--- config.mk ---
export PLATFORM = sky130hd
export DESIGN_NAME = chunk_serial_add_ctrl
export DESIGN_NICKNAME = d
export VERILOG_FILES = /design/src/rtl/chunk_add_pkg.sv /design/src/rtl/chunk_shreg.sv /design/src/rtl/chunk_serial_add_ctrl.sv
export SDC_FILE = /design/constraint.sdc
export NUM_CORES = 1
export LEC_CHECK = 0
export CELL_PAD_IN_SITES_DETAIL_PLACEMENT = 1
export CELL_PAD_IN_SITES_GLOBAL_PLACEMENT = 2
export CORE_AREA = 3 3 102 95
export CTS_CLUSTER_DIAMETER = 120
export CTS_CLUSTER_SIZE = 25
export DETAILED_ROUTE_END_ITERATION = 8
export DIE_AREA = 0 0 105 98
export GPL_TIMING_DRIVEN = 0
export PLACE_DENSITY = 0.8
export SYNTH_ARGS = -nofsm -noshare
export SYNTH_HDL_FRONTEND = slang
export SYNTH_HIERARCHICAL = 1
export SYNTH_SLANG_ARGS = --single-unit
--- constraint.sdc ---
create_clock -name clk -period 3.15 [get_ports clk]
set_input_delay 0.63 -clock clk [delete_from_list [all_inputs] [get_ports clk]]
set_output_delay 0.63 -clock clk [all_outputs]
set_load 0.05 [all_outputs]
--- src/rtl/chunk_add_pkg.sv ---
// Shared types and helpers for the chunk-serial adder sequencer.
package chunk_add_pkg;

   typedef enum logic [1:0] {IDLE, RUN, DONE} chunk_state_t;

   // Width of a counter that indexes k chunks, never narrower than one bit
   function automatic int cnt_width(input int k);
      return (k > 1) ? $clog2(k) : 1;
   endfunction

endpackage

--- src/rtl/chunk_shreg.sv ---
// W-bit register with parallel load and a right shift by N that inserts an N-bit chunk at the top.
module chunk_shreg #(
   parameter int W = 16,
   parameter int N = 4
) (
   input  logic         clk,
   input  logic         rst_n,
   input  logic         load,
   input  logic         shift,
   input  logic [W-1:0] din,
   input  logic [N-1:0] ins,
   output logic [W-1:0] q,
   output logic [N-1:0] q_lo
);

   logic [W-1:0] q_reg;
   logic [W-1:0] shifted;

   // With a single chunk the whole register is replaced by the insert
   generate
      if (W == N) begin : g_single
         assign shifted = ins;
      end else begin : g_multi
         assign shifted = {ins, q_reg[W-1:N]};
      end
   endgenerate

   always_ff @(posedge clk or negedge rst_n) begin
      if (!rst_n) begin
         q_reg <= '0;
      end else if (load) begin
         q_reg <= din;
      end else if (shift) begin
         q_reg <= shifted;
      end
   end

   assign q    = q_reg;
   assign q_lo = q_reg[N-1:0];

endmodule

--- src/rtl/chunk_serial_add_ctrl.sv ---
// Streams two W-bit operands LSB chunk first through an external N-bit adder slice and assembles the sum.
module chunk_serial_add_ctrl
   import chunk_add_pkg::*;
#(
   parameter int W = 16,
   parameter int N = 4
) (
   input  logic         clk,
   input  logic         rst_n,
   input  logic         in_valid,
   output logic         in_ready,
   input  logic [W-1:0] operA,
   input  logic [W-1:0] operB,
   input  logic         Cin,
   output logic         out_valid,
   input  logic         out_ready,
   output logic [W-1:0] resultOUT,
   output logic         Cout,
   output logic [N-1:0] add_a,
   output logic [N-1:0] add_b,
   output logic         add_cin,
   input  logic [N-1:0] add_sum,
   input  logic         add_cout
);

   localparam int K  = W / N;
   localparam int CW = cnt_width(K);

   generate
      if ((W % N) != 0 || W < N) begin : g_bad_params
         $error("chunk_serial_add_ctrl: W must be a positive multiple of N");
      end
   endgenerate

   chunk_state_t  state_reg, state_next;
   logic [CW-1:0] cnt_reg;
   logic          carry_reg;
   logic          hs;
   logic          run;
   logic [N-1:0]  a_lo, b_lo;
   logic [W-1:0]  res_q;

   assign hs  = in_valid && in_ready;
   assign run = (state_reg == RUN);

   chunk_shreg #(.W(W), .N(N)) a_sr (
      .clk(clk), .rst_n(rst_n), .load(hs), .shift(run),
      .din(operA), .ins('0), .q(), .q_lo(a_lo)
   );

   chunk_shreg #(.W(W), .N(N)) b_sr (
      .clk(clk), .rst_n(rst_n), .load(hs), .shift(run),
      .din(operB), .ins('0), .q(), .q_lo(b_lo)
   );

   // Sum chunks enter at the top so after K shifts the first chunk sits at bit 0
   chunk_shreg #(.W(W), .N(N)) res_sr (
      .clk(clk), .rst_n(rst_n), .load(hs), .shift(run),
      .din('0), .ins(add_sum), .q(res_q), .q_lo()
   );

   always_ff @(posedge clk or negedge rst_n) begin
      if (!rst_n) begin
         state_reg <= IDLE;
         cnt_reg   <= '0;
         carry_reg <= 1'b0;
      end else begin
         state_reg <= state_next;
         if (hs) begin
            carry_reg <= Cin;
            cnt_reg   <= '0;
         end else if (run) begin
            carry_reg <= add_cout;
            cnt_reg   <= cnt_reg + 1'b1;
         end
      end
   end

   always_comb begin
      state_next = state_reg;
      in_ready   = 1'b0;
      out_valid  = 1'b0;
      resultOUT  = '0;
      Cout       = 1'b0;
      add_a      = '0;
      add_b      = '0;
      add_cin    = 1'b0;
      case (state_reg)
         IDLE: begin
            in_ready = 1'b1;
            if (in_valid) state_next = RUN;
         end
         RUN: begin
            add_a   = a_lo;
            add_b   = b_lo;
            add_cin = carry_reg;
            if (cnt_reg == CW'(K - 1)) state_next = DONE;
         end
         DONE: begin
            out_valid = 1'b1;
            resultOUT = res_q;
            Cout      = carry_reg;
            if (out_ready) state_next = IDLE;
         end
         default: state_next = IDLE;
      endcase
   end

endmodule

==> metrics, run 1 <==
arrival time at the worst endpoint=2280 ps; vias in the first global route=2335; drt first pass iters=4; routed len/inst=14.2 um; Clock Sink Count=53; Core Rows=32; TritonCTS clock tree=done; clock tree root driver cell=sky130_fd_sc_hd__clkbuf_8; RD Place Congestion=roughly 0.73; minimum clock period=between 2000 and 3000 ps; unrepaired setup endpoints after global routing=false; largest driver fanout on the critical path=10; worst setup timing slack at the placement stage=between 500 and 600 ps; First DRT Iteration DRCs=43; floorplan die area=approximately 10000 um^2; critical path startpoint category=flip-flop; Post-CTS Resized=0; number of buffers inserted to repair setup after CTS=0; Num CTS Buffers=5; leakage dissipation=between 1.5 and 2 nW; maximum clock path buffer count=2; Diodes inserted=0; Relative slew margins=0.620; final-report max-slew violation count=0; slew at the pin closest to its max-slew limit=about 570 ps; Max IR drop VDD=about 0.00037 V; post-DP HPWL=roughly 5.0 mm; final hold viol count=0; worst setup margin=roughly 240 ps; pin count of the biggest net entering global routing=39; height of the die=98 um; layout cell share with drive strength beyond 1=0.0902; type of the worst setup path=reg2out; maximum clock rate=between 300 and 400 MHz; outcome=complete, no violations; number of violations of the max-capacitance limit=0; number of standard cells after synthesis=265; first-pass GRT wire length=11.7 mm; post-route clock skew=~12 ps; Synth-to-Final Area Change=38.1%; Synth Area per Inst=10.3 um^2; vias post-DR=approximately 2100; Total Power=3.81 mW; final setup violation count=0; Routed Wire Length=just under 7 mm; number of port buffers=69; category of the worst setup path capture point=output pin; final hold slack=~230 ps; clock edge transition at the registers on the reported setup and hold paths=100 ps; post-detailed-route DRC marker count=0; number of buffers inserted by hold repair at cts=0; antenna violations before repair=0; insertion delay of the later-clocked pin in the worst-skew pair=between 300 and 400 ps; Hold Crit Class=in2async; crit share post-route=0.923; standard cell core area=around 8600 um^2; global-route usage over all layers=0.140; count of fill cells added during filler insertion=approximately 1000; reg2reg start=state_reg[0]$_DFFE_PN0P_; chip width=105 um; Boundary Pins=70; number of warning messages in the yosys log=6; number of vias per cell=~4.4; initial standard-cell utilization of the core=0.318; post-synthesis instance area=between 2000 and 3000 um^2; H-tree levels=2; grt total ovfl=0; Crit path required time=about 2500 ps; total power density per cell area=approximately 1000 nW/um^2; crit path launch=state_reg[0]$_DFFE_PN0P_; Nets=408; final antenna-violating net count=0
through the flow:
stage               std cells  utilization  area [um^2]  setup TNS (ps)
floorplan                 288            -         2810               0
global route              485        0.439         3760               0
finish                    485        0.439         3760               0
detailed placement        477        0.428         3660               0
global placement          476        0.426         3650          -13460
CTS                       485        0.439         3760               0
worst max-delay path: stages (launching register included):
cell and delay [ps]:
sky130_fd_sc_hd__dfrtp_1 480, sky130_fd_sc_hd__nor2b_4 270, sky130_fd_sc_hd__buf_2 250, sky130_fd_sc_hd__and2_1 160, sky130_fd_sc_hd__clkdlybuf4s50_1 800
path summary, 6_finish.rpt:
kind                       cells past startpoint  slack [ps]                       to
setup / recovery                               4         240            resultOUT[13]
hold / removal                                 1         230   b_sr/q[15]$_DFFE_PN0P_
setup reg to reg                               4        1230  res_sr/q[1]$_DFFE_PN0P_
hold reg to reg                                1         520   cnt_reg[1]$_DFFE_PN0P_
max in group asynchronous                      2        2370  res_sr/q[9]$_DFFE_PN0P_
min in group clk                               1         520   cnt_reg[1]$_DFFE_PN0P_
final cells by class:
cell class | count | area, um^2 | share of cell area
Sequential cell | 53 | 1330 | 0.353
Multi-Input combinational cell | 207 | 1260 | 0.336
Timing Repair Buffer | 70 | 706 | 0.188
Buffer | 25 | 208 | 0.0552
Tap cell | 119 | 149 | 0.0396
Clock buffer | 6 | 82.6 | 0.0220
Clock inverter | 2 | 13.8 | 0.00366
Inverter | 3 | 11.3 | 0.00299
report_power, final:
group | internal (mW) | switching [mW] | total, mW
Clock | 0.179 | 0.236 | 0.415
Combinational | 0.996 | 1.15 | 2.15
Sequential | 1.04 | 0.209 | 1.25
per-layer routing:
| metal | up-vias | global-route usage | routed length, um |
|---|---|---|---|
| met1 | 1010 | 0.187 | 3310 |
| met3 | 6 | 0.0291 | 278 |
| li1 | 1062 | - | - |
| met2 | 45 | 0.231 | 3230 |
| met5 | - | 0 | 0 |
| met4 | 0 | 0.0363 | 82 |
placed cells by master (no fill, tap or decap):
cell type and instances:
sky130_fd_sc_hd__inv_1 3, sky130_fd_sc_hd__mux2i_1 48, sky130_fd_sc_hd__o21ai_0 18, sky130_fd_sc_hd__mux2_2 1, sky130_fd_sc_hd__buf_6 4, sky130_fd_sc_hd__clkinv_4 1
sky130_fd_sc_hd__a21oi_1 1, sky130_fd_sc_hd__a22o_1 1, sky130_fd_sc_hd__clkdlybuf4s50_1 68, sky130_fd_sc_hd__o2bb2ai_1 1, sky130_fd_sc_hd__buf_4 8, sky130_fd_sc_hd__o21bai_2 1
sky130_fd_sc_hd__ha_1 1, sky130_fd_sc_hd__and2_1 27, sky130_fd_sc_hd__nand2_1 49, sky130_fd_sc_hd__dfrtp_1 53, sky130_fd_sc_hd__clkbuf_1 6, sky130_fd_sc_hd__a222oi_1 1
sky130_fd_sc_hd__buf_2 5, sky130_fd_sc_hd__conb_1 24, sky130_fd_sc_hd__clkinv_2 1, sky130_fd_sc_hd__and2b_4 1, sky130_fd_sc_hd__nor2_1 1, sky130_fd_sc_hd__nor2b_4 1
sky130_fd_sc_hd__o21ai_1 30, sky130_fd_sc_hd__clkbuf_8 6, sky130_fd_sc_hd__nor2b_1 1, sky130_fd_sc_hd__buf_12 4
Note: power is estimated with default switching activity, not from simulation.
==> run 2, diff against run 1 <==
--- a/config.mk
+++ b/config.mk
@@ -7,13 +7,13 @@
 export LEC_CHECK = 0
 export CELL_PAD_IN_SITES_DETAIL_PLACEMENT = 1
 export CELL_PAD_IN_SITES_GLOBAL_PLACEMENT = 2
-export CORE_AREA = 3 3 102 95
+export CORE_AREA = 3 3 97 99
 export CTS_CLUSTER_DIAMETER = 120
 export CTS_CLUSTER_SIZE = 25
 export DETAILED_ROUTE_END_ITERATION = 8
-export DIE_AREA = 0 0 105 98
+export DIE_AREA = 0 0 100 102
 export GPL_TIMING_DRIVEN = 0
-export PLACE_DENSITY = 0.8
+export PLACE_DENSITY = 0.81
 export SYNTH_ARGS = -nofsm -noshare
 export SYNTH_HDL_FRONTEND = slang
 export SYNTH_HIERARCHICAL = 1
==> metrics, run 2 (synthesis results as in run 1) <==
type of the worst setup path=reg2out; drt first pass iters=4; clock edge transition at the registers on the reported setup and hold paths=about 100 ps; worst setup margin=224 ps; insertion delay of the later-clocked pin in the worst-skew pair=310 ps; routed len/inst=15.2 um; vias post-DR=about 2200; floorplan die area=roughly 10000 um^2; final hold viol count=0; total internal power=between 2 and 2.5 mW; height of the die=102 um; outcome=complete, no violations; standard cell core area=approximately 8600 um^2; final setup violation count=0; unrepaired setup endpoints after global routing=false; Clock Sink Count=53; WP buf/inv=2; Placed Cells incl. Taps=around 470; clock tree root driver cell=sky130_fd_sc_hd__clkbuf_8; reg2reg start=state_reg[0]$_DFFE_PN0P_; final non-filler cell total=around 470; Post-CTS Resized=0; number of port buffers=slightly below 70; vias in the first global route=approximately 2400; part of the power in the clock network=0.126; grt total ovfl=0; Routed Wire Length=7.22 mm; category of the worst setup path capture point=output pin; cell type group with the largest total delay on the critical path=buffers and inverters; Critical-path top delay cell=sky130_fd_sc_hd__clkdlybuf4s50_1; antenna violations before repair=0; global-route usage over all layers=0.153; total power density per cell area=1040 nW/um^2; first-pass GRT wire length=between 10 and 15 mm; layout cell share with drive strength beyond 1=0.0902; final-report max-slew violation count=0; pin count of the biggest net entering global routing=39; Max IR drop VDD=approximately 0.00029 V; post-DP HPWL=between 5 and 6 mm; number of violations of the max-capacitance limit=0; Hold Crit Class=in2async; setup TNS after final layout=0 ps; part of the power in combinational logic=0.551; proportion of power drawn by flip-flops and latches=0.323; number of buffers inserted by hold repair at cts=0; Nets=408; arrival time at the worst endpoint=roughly 2300 ps; R2R depth=5; critical path, cell by cell=nor2b_4 > buf_2 > and2_1 > clkdlybuf4s50_1; initial standard-cell utilization of the core=0.315; crit share post-route=0.929; most common cell after layout, fill and taps aside=sky130_fd_sc_hd__clkdlybuf4s50_1; switching component of the power=roughly 1.6 mW; count of fill cells added during filler insertion=994; Boundary Pins=70; leading cell types in the layout, fill and taps excluded=68 x sky130_fd_sc_hd__clkdlybuf4s50_1, 53 x sky130_fd_sc_hd__dfrtp_1, 49 x sky130_fd_sc_hd__nand2_1; Crit path required time=approximately 2500 ps; post-route clock skew=between 7 and 8 ps; total area of multi-input combinational cells=~1300 um^2; number of buffers inserted to repair setup after CTS=0; number of vias per cell=between 4 and 5; largest driver fanout on the critical path=10; RD Place Congestion=~0.74; area used by sequential logic in the layout=between 1000 and 1500 um^2; Synth-to-Final Area Change=38.4%; Relative slew margins=0.653; Num CTS Buffers=5; worst setup timing slack at the placement stage=about 530 ps; chip width=100 um; Diodes inserted=0; maximum clock rate=about 340 MHz; leakage dissipation=1.73 nW; TritonCTS clock tree=done; Max stage delay on crit path=just over 800 ps; net switching share of the total power=0.412; crit path launch=state_reg[0]$_DFFE_PN0P_; Core Rows=34; post-detailed-route DRC marker count=0; maximum clock path buffer count=2; minimum clock period=between 2000 and 3000 ps; H-tree levels=2; number of stages on the worst setup path=4; First DRT Iteration DRCs=37; final hold slack=around 230 ps; final antenna-violating net count=0; slew at the pin closest to its max-slew limit=521 ps; critical path startpoint category=flip-flop
run 2: metrics by stage:
stage / total power [mW] / instance area, um^2 / utilization
after global placement: 3.38 / 3640 / 0.421
after detailed placement: 3.46 / 3650 / 0.423
after CTS: 3.97 / 3770 / 0.437
after global routing: 4.22 / 3770 / 0.437
after floorplan: 2.85 / 2810 / -
final: 3.90 / 3770 / 0.437
run 2: routing by layer:
| layer | global-route usage | vias up | share of wire |
|---|---|---|---|
| met3 | 0.0253 | 8 | 0.040 |
| met1 | 0.209 | 1069 | 0.47 |
| met5 | 0 | - | 0 |
| met4 | 0.0477 | 0 | 0.015 |
| met2 | 0.249 | 49 | 0.47 |
| li1 | - | 1061 | - |
run 2: worst paths after layout:
path / end / slack, ps
setup / recovery: resultOUT[11] / 220
setup reg to reg: b_sr/q[12]$_DFFE_PN0P_ / 1270
max in group asynchronous: res_sr/q[9]$_DFFE_PN0P_ / 2360
hold reg to reg: state_reg[1]$_DFFE_PN0P_ / 510
min in group clk: state_reg[1]$_DFFE_PN0P_ / 510
hold / removal: b_sr/q[2]$_DFFE_PN0P_ / 230
run 2: power by group through the flow:
stage,sequential (mW),combinational [mW],clock [mW]
floorplan,1.20,1.65,0
CTS,1.27,2.19,0.511
detailed placement,1.28,2.18,0
global placement,1.27,2.12,0
global route,1.32,2.36,0.532
finish,1.26,2.15,0.491
run 2: cell type report:
class,count,share of cell area
inverter,3,0.00299
sequential,53,0.352
tap,108,0.0358
multi-input combinational,207,0.335
clock inverter,2,0.00995
timing repair buffer,70,0.187
clock buffer,6,0.0219
buffer,25,0.0551
